`src/rtl/ram_1rw_arbiter_pkg.sv`:
```
// Shared constants for the single-port RAM arbiter: idle RAM-port values and index-width helper.
// Combinational helpers only; no latency, no flow control.
package ram_1rw_arbiter_pkg;

  localparam logic RAM_CS_N_IDLE = 1'b1;
  localparam logic RAM_WE_N_IDLE = 1'b0;

  function automatic int idx_width(input int n);
    return (n > 1) ? $clog2(n) : 1;
  endfunction

endpackage

```
`src/rtl/ram_1rw_arbiter_rr_pick.sv`:
```
// rr_pick: round-robin pick of the first set request at or after i_ptr, as one-hot grant plus index.
// Purely combinational (zero latency); no backpressure, caller decides whether the grant is used.
module rr_pick #(
  parameter int NREQ = 2,
  parameter int IW   = 1
) (
  input  logic [NREQ-1:0] i_req,
  input  logic [IW-1:0]   i_ptr,
  output logic [NREQ-1:0] o_gnt,
  output logic [IW-1:0]   o_idx,
  output logic            o_any
);

  logic [IW:0]   w_sum;
  logic [IW-1:0] w_k;

  always_comb begin
    o_gnt = '0;
    o_idx = '0;
    o_any = 1'b0;
    w_sum = '0;
    w_k   = '0;
    for (int i = 0; i < NREQ; i++) begin
      // ptr is always < NREQ, so one conditional subtract wraps the search index
      w_sum = {1'b0, i_ptr} + (IW+1)'(i);
      if (w_sum >= (IW+1)'(NREQ)) w_sum = w_sum - (IW+1)'(NREQ);
      w_k = w_sum[IW-1:0];
      if (!o_any && i_req[w_k]) begin
        o_any      = 1'b1;
        o_gnt[w_k] = 1'b1;
        o_idx      = w_k;
      end
    end
  end

endmodule

```
`src/rtl/ram_1rw_arbiter.sv`:
```
// Round-robin sharing of one single-port RAM among NREQ requesters; optional burst lock via RAM_ARB_LOCK_EN.
// Grant and RAM access in the request cycle; read data/rvalid one cycle later. Losers hold i_req until granted.
module ram_1rw_arbiter
  import ram_1rw_arbiter_pkg::*;
#(
  parameter int NREQ   = 2,
  parameter int DEPTH  = 64,
  parameter int DWIDTH = 32,
  localparam int AWIDTH = $clog2(DEPTH),
  localparam int MWIDTH = DWIDTH / 8
) (
  input  logic                     i_clk,
  input  logic                     i_rst,
  input  logic [NREQ-1:0]          i_req,
  input  logic [NREQ-1:0]          i_we_n,
  input  logic [NREQ*MWIDTH-1:0]   i_wmask,
  input  logic [NREQ*AWIDTH-1:0]   i_addr,
  input  logic [NREQ*DWIDTH-1:0]   i_wdata,
  input  logic [NREQ-1:0]          i_lock,
  output logic [NREQ-1:0]          o_gnt,
  output logic [NREQ-1:0]          o_rvalid,
  output logic [DWIDTH-1:0]        o_rdata,
  output logic                     o_ram_cs_n,
  output logic                     o_ram_we_n,
  output logic [MWIDTH-1:0]        o_ram_wmask,
  output logic [AWIDTH-1:0]        o_ram_addr,
  output logic [DWIDTH-1:0]        o_ram_wdata,
  input  logic [DWIDTH-1:0]        i_ram_rdata
);

  localparam int IW = idx_width(NREQ);

  logic [IW-1:0]   r_ptr;
  logic [NREQ-1:0] r_rvalid;

  logic [NREQ-1:0] w_rr_gnt;
  logic [IW-1:0]   w_rr_idx;
  logic            w_rr_any;
  logic [NREQ-1:0] w_sel_gnt;
  logic [IW-1:0]   w_sel_idx;
  logic            w_sel_any;
  logic [NREQ-1:0] w_gnt;
  logic [IW-1:0]   w_idx;
  logic            w_any;

  rr_pick #(.NREQ(NREQ), .IW(IW)) u_pick (
    .i_req (i_req),
    .i_ptr (r_ptr),
    .o_gnt (w_rr_gnt),
    .o_idx (w_rr_idx),
    .o_any (w_rr_any)
  );

`ifdef RAM_ARB_LOCK_EN
  logic          r_lock_vld;
  logic [IW-1:0] r_lock_owner;
  logic          w_lock_hold;

  assign w_lock_hold = r_lock_vld & i_req[r_lock_owner] & i_lock[r_lock_owner];

  always_comb begin
    w_sel_gnt = w_rr_gnt;
    w_sel_idx = w_rr_idx;
    w_sel_any = w_rr_any;
    if (w_lock_hold) begin
      w_sel_gnt               = '0;
      w_sel_gnt[r_lock_owner] = 1'b1;
      w_sel_idx               = r_lock_owner;
      w_sel_any               = 1'b1;
    end
  end

  // any idle cycle or unlocked grant releases the lock
  always_ff @(posedge i_clk) begin
    if (i_rst) begin
      r_lock_vld   <= 1'b0;
      r_lock_owner <= '0;
    end else begin
      r_lock_vld <= w_any & i_lock[w_idx];
      if (w_any) r_lock_owner <= w_idx;
    end
  end
`else
  logic w_unused_lock;
  assign w_unused_lock = ^i_lock;

  always_comb begin
    w_sel_gnt = w_rr_gnt;
    w_sel_idx = w_rr_idx;
    w_sel_any = w_rr_any;
  end
`endif

  assign w_gnt = w_sel_gnt & {NREQ{~i_rst}};
  assign w_any = w_sel_any & ~i_rst;
  assign w_idx = w_sel_idx;

  always_ff @(posedge i_clk) begin
    if (i_rst) begin
      r_ptr    <= '0;
      r_rvalid <= '0;
    end else begin
      r_rvalid <= w_gnt & i_we_n;
      if (w_any) r_ptr <= (w_idx == IW'(NREQ - 1)) ? '0 : w_idx + IW'(1);
    end
  end

  always_comb begin
    o_ram_cs_n  = RAM_CS_N_IDLE;
    o_ram_we_n  = RAM_WE_N_IDLE;
    o_ram_wmask = '0;
    o_ram_addr  = '0;
    o_ram_wdata = '0;
    for (int k = 0; k < NREQ; k++) begin
      if (w_gnt[k]) begin
        o_ram_cs_n  = 1'b0;
        o_ram_we_n  = i_we_n[k];
        o_ram_wmask = i_wmask[k*MWIDTH +: MWIDTH];
        o_ram_addr  = i_addr[k*AWIDTH +: AWIDTH];
        o_ram_wdata = i_wdata[k*DWIDTH +: DWIDTH];
      end
    end
  end

  assign o_gnt    = w_gnt;
  assign o_rvalid = r_rvalid;
  assign o_rdata  = i_ram_rdata;

endmodule
```
`config.mk`:
```
export PLATFORM = sky130hd
export DESIGN_NAME = ram_1rw_arbiter
export DESIGN_NICKNAME = d
export VERILOG_FILES = /design/src/rtl/ram_1rw_arbiter_pkg.sv /design/src/rtl/ram_1rw_arbiter_rr_pick.sv /design/src/rtl/ram_1rw_arbiter.sv
export SDC_FILE = /design/constraint.sdc
export NUM_CORES = 1
export LEC_CHECK = 0
export ABC_AREA = 1
export BUFFER_PORTS_ARGS = -buffer_cell sky130_fd_sc_hd__buf_4
export CAP_MARGIN = 0
export CORE_AREA = 2 2 79 81
export CTS_CLUSTER_SIZE = 24
export DETAILED_ROUTE_END_ITERATION = 12
export DIE_AREA = 0 0 81 83
export REMOVE_ABC_BUFFERS = 1
export SKIP_CTS_REPAIR_TIMING = 1
export SYNTH_ARGS = -nofsm -noshare
export SYNTH_HDL_FRONTEND = slang
export SYNTH_SLANG_ARGS = --single-unit
```
`constraint.sdc`:
```
create_clock -name i_clk -period 1 [get_ports i_clk]
set_clock_uncertainty 0.05 [all_clocks]
set_input_delay 0.1 -clock i_clk [delete_from_list [all_inputs] [get_ports i_clk]]
set_output_delay 0.1 -clock i_clk [all_outputs]
set_load 0.01 [all_outputs]
```
==> flow_summary.toml, run 1 <==
[outcome]
status = "finished with violations"
violations = "setup timing"

[synthesis]
synth_cells = 201
synth_area_per_cell_sq_um = 5.73
ys_seq_elements = 3
synth_cell_types = 14
yosys_warnings = 0
syn-cell-area_sq_um = 1150
ys_seq_area_frac = 0.0522

[drt]
route.vias.total = 1899
drt-pass1-iter-count = 4
drt-initial-drc-count = 28
drt-total-wl_um = 7100
viasPerCell = 5.00
ant_nets = 0
drc = 0
wl_per_cell_um = 18.7

[power_and_ir_drop]
p_switching_uw = 584
p_int_mw = 1.05
power_per_cell_area_nw_per_um2 = 637
peakVddDrop_mv = 0.478
combPwrFrac = 0.704
p_leak_nw = 1.33
power_mw = 1.64
clkPwrFrac = 0.216
swShare = 0.357
seq_power_share = 0.080

[clock_tree]
clock-sinks = 3
clk_pin_slew_ns = 0.03
ctsHtreeMaxLevel = 1
cts_buffers = 3
clockBufferDepth = 2
worstSkewPairLatency_ns = 0.22
root_buffer = "clkbuf_8"
tritoncts = "built"

[grt]
antenna_found_initial = 0
gr-usage-met1 = 0.159
grt_use_met2 = 0.273
grt_overflow = 0
busiest_layer = "met2"
gr-usage-met3 = 0.147
grt_pass1_vias = 1702
grt_usage = 0.169
grt_first_pass_wirelength_um = 8740
grt_max_degree = 27

[final_layout]
final_cell_mix = "109 x buf_4, 43 x nand4_1, 31 x buf_6"
multi_input_area_sq_um = 898
nNetsFinal = 430
final_cell_count_no_fill = 380
regArea_sq_um = 61.3
final_area_sq_um = 2570
fillers = 598
antenna_cells = 0
area_growth_syn_to_layout_pct = 123
postLayoutCoreUtil = 0.442
drive_above_1_share = 0.679
layout_commonest_cell = "buf_4"

[floorplanning]
core.rowCount = 28
io_pins = 204
initial_core_util = 0.198
coreArea_sq_um = 5820
die_h_um = 83
fp.dieW_um = 81
die_area_sq_um = 6720

[sta]
finalHoldViolations = 0
hold_slack_ns = 0.0354
drv_slew = 0
timing.final.crit_share = 1.34
fin_crit_ns = 1.34
setup_tns_ns = -13.96
tightest_slew_ns = 0.221
setup_viol = 45
slew_headroom = 0.852
fmax_mhz = 745
rsz0062_at_grt = "true"
fin_ws_ns = -0.342

[setup_path]
crit_chain = "inv_2 -> nand2_8 -> clkbuf_16 -> nand3_1 -> nand2_1 -> buf_4"
cp.depth = 6
reg2reg_slack_ns = 0.04
worstSetupPathType = "flop to output pin"
cp-end-kind = "output pin"
critPathArrivalTime_ns = 1.19
start_kind = "flop"
cp_slowest_cell = "dfxtp_2"
setup.worst_path.end = "o_ram_wdata[6]"
cp_max_fo = 8
critPathTopFamily = "buffers and inverters"
worst-path-buf-inv = 3
cp.required_ns = 0.85
reg2reg_to = "o_rvalid[1]"
worst_r2r_path_depth = 5
cpPeakStageDelay_ns = 0.32

[placed_design]
io_buffers = 137
dp_slack_ns = -0.119
placed_cells = 370
hpwl_um = 5170
gp_congestion = 0.756
place_area_sq_um = 2090

[flow_run]
max-cap-violations = 0

[min_path]
hp-class = "primary input to flop"
-- cells by family (layout without fill, tap and decap cells) --
kind of cell	after synthesis	after routing	share of synthesized area
simple gates	137	137	0.597
buf+inv	60	164	0.347
compound gates	1	1	0.00434
flops	3	3	0.0522
-- power groups by stage --
stage / combinational (mW) / clock, mW / sequential, mW
floorplan: 0.281 / 0 / 0.133
global placement: 0.920 / 0 / 0.131
detailed placement: 0.927 / 0 / 0.132
CTS: 0.930 / 0.366 / 0.130
global route: 1.23 / 0.371 / 0.132
finish: 1.15 / 0.353 / 0.132
-- Yosys cell counts, drive strengths merged --
library cell   n  area [sq um]
buf           53           373
o21ai          1          5.00
nand4         43           269
nand3         43           215
inv            7          26.3
dfxtp          3          60.1
nor2           3          18.8
nand2         47           179
nor3           1          5.00
-- final cells by class --
cell class	instances	area share
repair buffers	153	0.563
multi-input cells	138	0.349
well taps	75	0.0365
flip-flops and latches	3	0.0238
clock buffers	4	0.0175
inverters	7	0.0102
-- worst register-to-register path, stage by stage, from the launching register on --
cell and delay [ns]:
dfxtp_2 0.32, inv_2 0.09, nand2_8 0.11, buf_12 0.16, nand3_2 0.07, inv_1 0.04
-- routing by layer --
| layer | vias up | share of wire | routed length, um |
|---|---|---|---|
| li1 | 886 | - | - |
| met1 | 862 | 0.33 | 2320 |
| met2 | 145 | 0.48 | 3390 |
| met3 | 4 | 0.19 | 1320 |
| met4 | 2 | 0.0017 | 12 |
| met5 | - | 0.0070 | 50 |
-- worst min path at each step --
stage | start | end | depth (start not counted)
after floorplan | i_rst | flop | 1
after global placement | i_ram_rdata[13] | o_rdata[13] | 0
after detailed placement | i_ram_rdata[13] | o_rdata[13] | 0
after CTS | i_rst | flop | 2
after global routing | i_rst | flop | 2
final | i_rst | flop | 2
No activity file was read; power rests on OpenSTA's default activity.
==> run 2: changes to the inputs <==
clock period = 1.7 ns   (was 1 ns; I/O delays follow)
==> run 2 against run 1 <==
  * The flow now finishes without violations
  * Via count shrank 1.8%
  * Sequential cell count is the same
  * Combinational power shrank 55%
  * Die area is the same
  * Critical path type unchanged
  * Critical endpoint is now o_ram_we_n
  * Largest power group unchanged
==> flow_summary.toml, run 2 (synthesis results as in run 1) <==
[sta]
fmax_mhz = 684
fin_ws_ns = 0.238
setup_viol = 0
drv_slew = 0
finalHoldViolations = 0
fin_crit_ns = 1.46
setup_tns_ns = 0
tightest_slew_ns = 0.273
rsz0062_at_grt = "false"
timing.final.crit_share = 0.860
slew_headroom = 0.818

[clock_tree]
clock-sinks = 3
root_buffer = "clkbuf_8"
tritoncts = "built"
clockBufferDepth = 2
cts_buffers = 3
clk_pin_slew_ns = 0.03
worstSkewPairLatency_ns = 0.22
ctsHtreeMaxLevel = 1

[setup_path]
cp.required_ns = 1.48
critPathArrivalTime_ns = 1.24
start_kind = "flop"
cp-end-kind = "output pin"
cp_max_fo = 44
worstSetupPathType = "flop to output pin"

[min_path]
hold_start = "i_rst"
hp-class = "primary input to flop"

[final_layout]
final_area_sq_um = 2040
layout_commonest_cell = "buf_4"
nNetsFinal = 421
area_growth_syn_to_layout_pct = 76.8
drive_above_1_share = 0.510
final_cell_mix = "141 x buf_4, 46 x nand2_1, 43 x nand3_1, 43 x nand4_1, 5 x inv_1"
fillers = 638
antenna_cells = 0
postLayoutCoreUtil = 0.350

[drt]
ant_nets = 0
drt-pass1-iter-count = 4
viasPerCell = 5.03
route.vias.total = 1865
drt-total-wl_um = 6290
drt-initial-drc-count = 91
drc = 0
wl_per_cell_um = 16.9

[placed_design]
io_buffers = 137
place_area_sq_um = 1990
gp_congestion = 0.714
dp_slack_ns = 0.470
hpwl_um = 4870

[grt]
grt_pass1_vias = 1706
grt_max_degree = 45
grt_overflow = 0
grt_usage = 0.171
grt_first_pass_wirelength_um = 8890
antenna_found_initial = 0

[power_and_ir_drop]
power_per_cell_area_nw_per_um2 = 393
p_leak_nw = 1.19
power_uw = 799
peakVddDrop_mv = 0.461

[floorplanning]
core.rowCount = 28
initial_core_util = 0.198
fp.dieW_um = 81
coreArea_sq_um = 5820
die_area_sq_um = 6720
io_pins = 204
die_h_um = 83

[flow_run]
max-cap-violations = 0

[outcome]
status = "complete, no violations"
==> run 2: changes by cell type in the layout (fill, tap and decap cells not counted), sizes merged <==
cell | previous run | this run
buf | 149 | 144
clkbuf | 8 | 4
==> run 2: critical path: stages (launching register included) <==
cell and delay [ns]:
dfxtp_1 0.34, inv_1 0.06, nand2_2 0.07, buf_12 0.22
nand3_1 0.13, nand2_1 0.08, buf_4 0.12
==> run 2: where the power goes <==
group	switching, mW	leakage, nW	internal (mW)
Combinational	0.231	1.14	0.281
Sequential	0.00202	0.0247	0.0747
Clock	0.0507	0.0228	0.160
Total	0.283	1.19	0.516
==> run 2: metal layers <==
layer  share of wire  track usage  wire length [um]
met1            0.35        0.182              2230
met2            0.45        0.273              2810
met3            0.19        0.126              1180
met4          0.0029       0.0185                18
met5          0.0075       0.0750                47
==> run 2: layout make-up <==
class	count	area, sq um	share of cell area
Clock buffer	4	45.0	0.0221
Timing Repair Buffer	144	1120	0.549
Sequential cell	3	60.1	0.0295
Tap cell	75	93.8	0.0461
Inverter	7	26.3	0.0129
Multi-Input combinational cell	138	692	0.340
==> run 2: path summary, 6_finish.rpt <==
| check | to | slack [ns] | depth (start not counted) |
|---|---|---|---|
| setup reg to reg | o_rvalid[1] | 0.70 | 5 |
| hold reg to reg | flop | 0.46 | 2 |
| hold / removal | flop | 0.11 | 2 |
| setup / recovery | o_ram_we_n | 0.24 | 6 |
==> run 2: through the flow <==
step           hold slack [ns]  std cells
2_1_floorplan            0.199        148
3_3_place_gp             0.290        367
3_5_place_dp             0.290        367
4_1_cts                  0.104        371
5_1_grt                  0.106        371
6_report                 0.107        371
==> run 3: changes to the inputs <==
ABC_AREA = unset   (was 1)
CORE_AREA = 2 2 80 82   (was 2 2 79 81)
DIE_AREA = 0 0 82 84   (was 0 0 81 83)
==> run 3 against run 2 <==
  * Synthesized cell count fell by 24%
  * Synthesized area fell by 6.5%
  * Sequential cell count did not move
  * Via count fell by 16%
  * Critical endpoint is now o_ram_wdata[20]
  * Highest routed layer unchanged
==> flow_summary.toml, run 3 <==
[outcome]
status = "complete, no violations"

[clock_tree]
clock-sinks = 3
clk_pin_slew_ns = 0.03
ctsHtreeMaxLevel = 1
cts_buffers = 3
tritoncts = "built"
root_buffer = "clkbuf_8"
clockBufferDepth = 2
worstSkewPairLatency_ns = 0.21

[setup_path]
critPathArrivalTime_ns = 1.35
cp.required_ns = 1.48
cp-end-kind = "output pin"
start_kind = "flop"
worstSetupPathType = "flop to output pin"
reg2reg_to = "o_rvalid[1]"
worst_r2r_path_depth = 4
reg2reg_slack_ns = 0.49
cp_max_fo = 23

[grt]
grt_overflow = 0
grt_first_pass_wirelength_um = 8420
grt_usage = 0.158
grt_max_degree = 48
grt_pass1_vias = 1505
antenna_found_initial = 0

[synthesis]
synth_area_per_cell_sq_um = 7.08
ys_seq_elements = 3
async_flop_share = 0
synth_edf_count = 0
synth.largest_area_cell = "a32oi_1"
synth_cell_types = 14
synth_top_area_frac = 0.350
synth.most_common_cell = "nor2_1"
synth_cells = 152
syn-cell-area_sq_um = 1080
ys_seq_area_frac = 0.0558
synth_area_leaders = "a32oi_1 35%, buf_4 22%, nor2_1 16%"
synthTopCellsByCount = "46 x nor2_1, 43 x a32oi_1, 32 x buf_4"
ys.flop_type = "dfxtp_1"
yosys_warnings = 0

[floorplanning]
fp.dieW_um = 82
io_pins = 204
core.rowCount = 29
initial_core_util = 0.177
die_area_sq_um = 6890
coreArea_sq_um = 6100
die_h_um = 84

[placed_design]
dp_slack_ns = 0.303
io_buffers = 137
gp_congestion = 0.815
placed_cells = 322
hpwl_um = 4720

[power_and_ir_drop]
peakVddDrop_mv = 0.462
power_uw = 811
power_per_cell_area_nw_per_um2 = 414
p_leak_nw = 0.954

[sta]
tightest_slew_ns = 0.504
fmax_mhz = 635
rsz0062_at_grt = "false"
slew_headroom = 0.664
finalHoldViolations = 0
drv_slew = 0
timing.final.crit_share = 0.926
setup_viol = 0
fin_ws_ns = 0.126
fin_crit_ns = 1.57
hold_slack_ns = 0.192

[final_layout]
nNetsFinal = 374
area_growth_syn_to_layout_pct = 82.0
final_cell_mix = "140 x buf_4, 46 x nor2_1, 41 x a32oi_1"
multi_input_area_sq_um = 636
postLayoutCoreUtil = 0.321
final_cell_count_no_fill = 326
antenna_cells = 0
fillers = 662
drive_above_1_share = 0.606
regArea_sq_um = 60.1
layout_commonest_cell = "buf_4"

[drt]
route.vias.total = 1560
drc = 0
wl_per_cell_um = 18.2
drt-total-wl_um = 5920
viasPerCell = 4.79
ant_nets = 0
drt-pass1-iter-count = 4
drt-initial-drc-count = 103

[min_path]
min_path_cells = 2
hp-class = "primary input to flop"
hold_end = "o_rvalid[0]"
hold_start = "i_we_n[0]"

[flow_run]
max-cap-violations = 0
## run 3: cell type report
type	count	share of cell area
repair buffers	144	0.573
flip-flops and latches	3	0.0307
well taps	77	0.0492
multi-input cells	98	0.325
clock buffers	4	0.0230
## run 3: how the worst max path moves through the flow
stage,start,end,cells after the start
floorplan,flop,o_ram_addr[0],3
global placement,flop,o_ram_wdata[7],5
detailed placement,flop,o_ram_addr[3],5
CTS,flop,o_ram_addr[3],5
global route,flop,o_ram_wdata[7],5
finish,flop,o_ram_wdata[20],5
## run 3: cells by family (layout without fill, tap and decap cells)
kind of cell,after synthesis,after routing,synth area share
buffers and inverters,51,148,0.374
flip-flops,3,3,0.0558
AO/OA/AOI/OAI,46,46,0.379
AND/OR/NAND/NOR,52,52,0.191
## run 3: through the flow
stage                     instance area [sq um]  setup TNS [ns]
after floorplan                             673           -6.38
after global placement                     1880               0
after detailed placement                   1880               0
after CTS                                  1920               0
after global routing                       1960               0
final                                      1960               0
## run 3: critical path, cell delays in order, from the launching register on
cell and delay, ns:
dfxtp_1 0.34, nand2b_4 0.17, buf_8 0.16, a32oi_2 0.23
nor2_1 0.06, buf_4 0.16
## run 3: routing by layer
layer,share of wire,track usage
met5,0.012,0.0833
met1,0.31,0.158
met4,0.0020,0.00455
met3,0.21,0.147
met2,0.47,0.248
## run 3: where the power goes
group / internal, mW / switching [mW] / total (mW)
Combinational: 0.300 / 0.227 / 0.527
Sequential: 0.0747 / 0.00321 / 0.0779
Clock: 0.160 / 0.0461 / 0.206
Total: 0.534 / 0.276 / 0.811
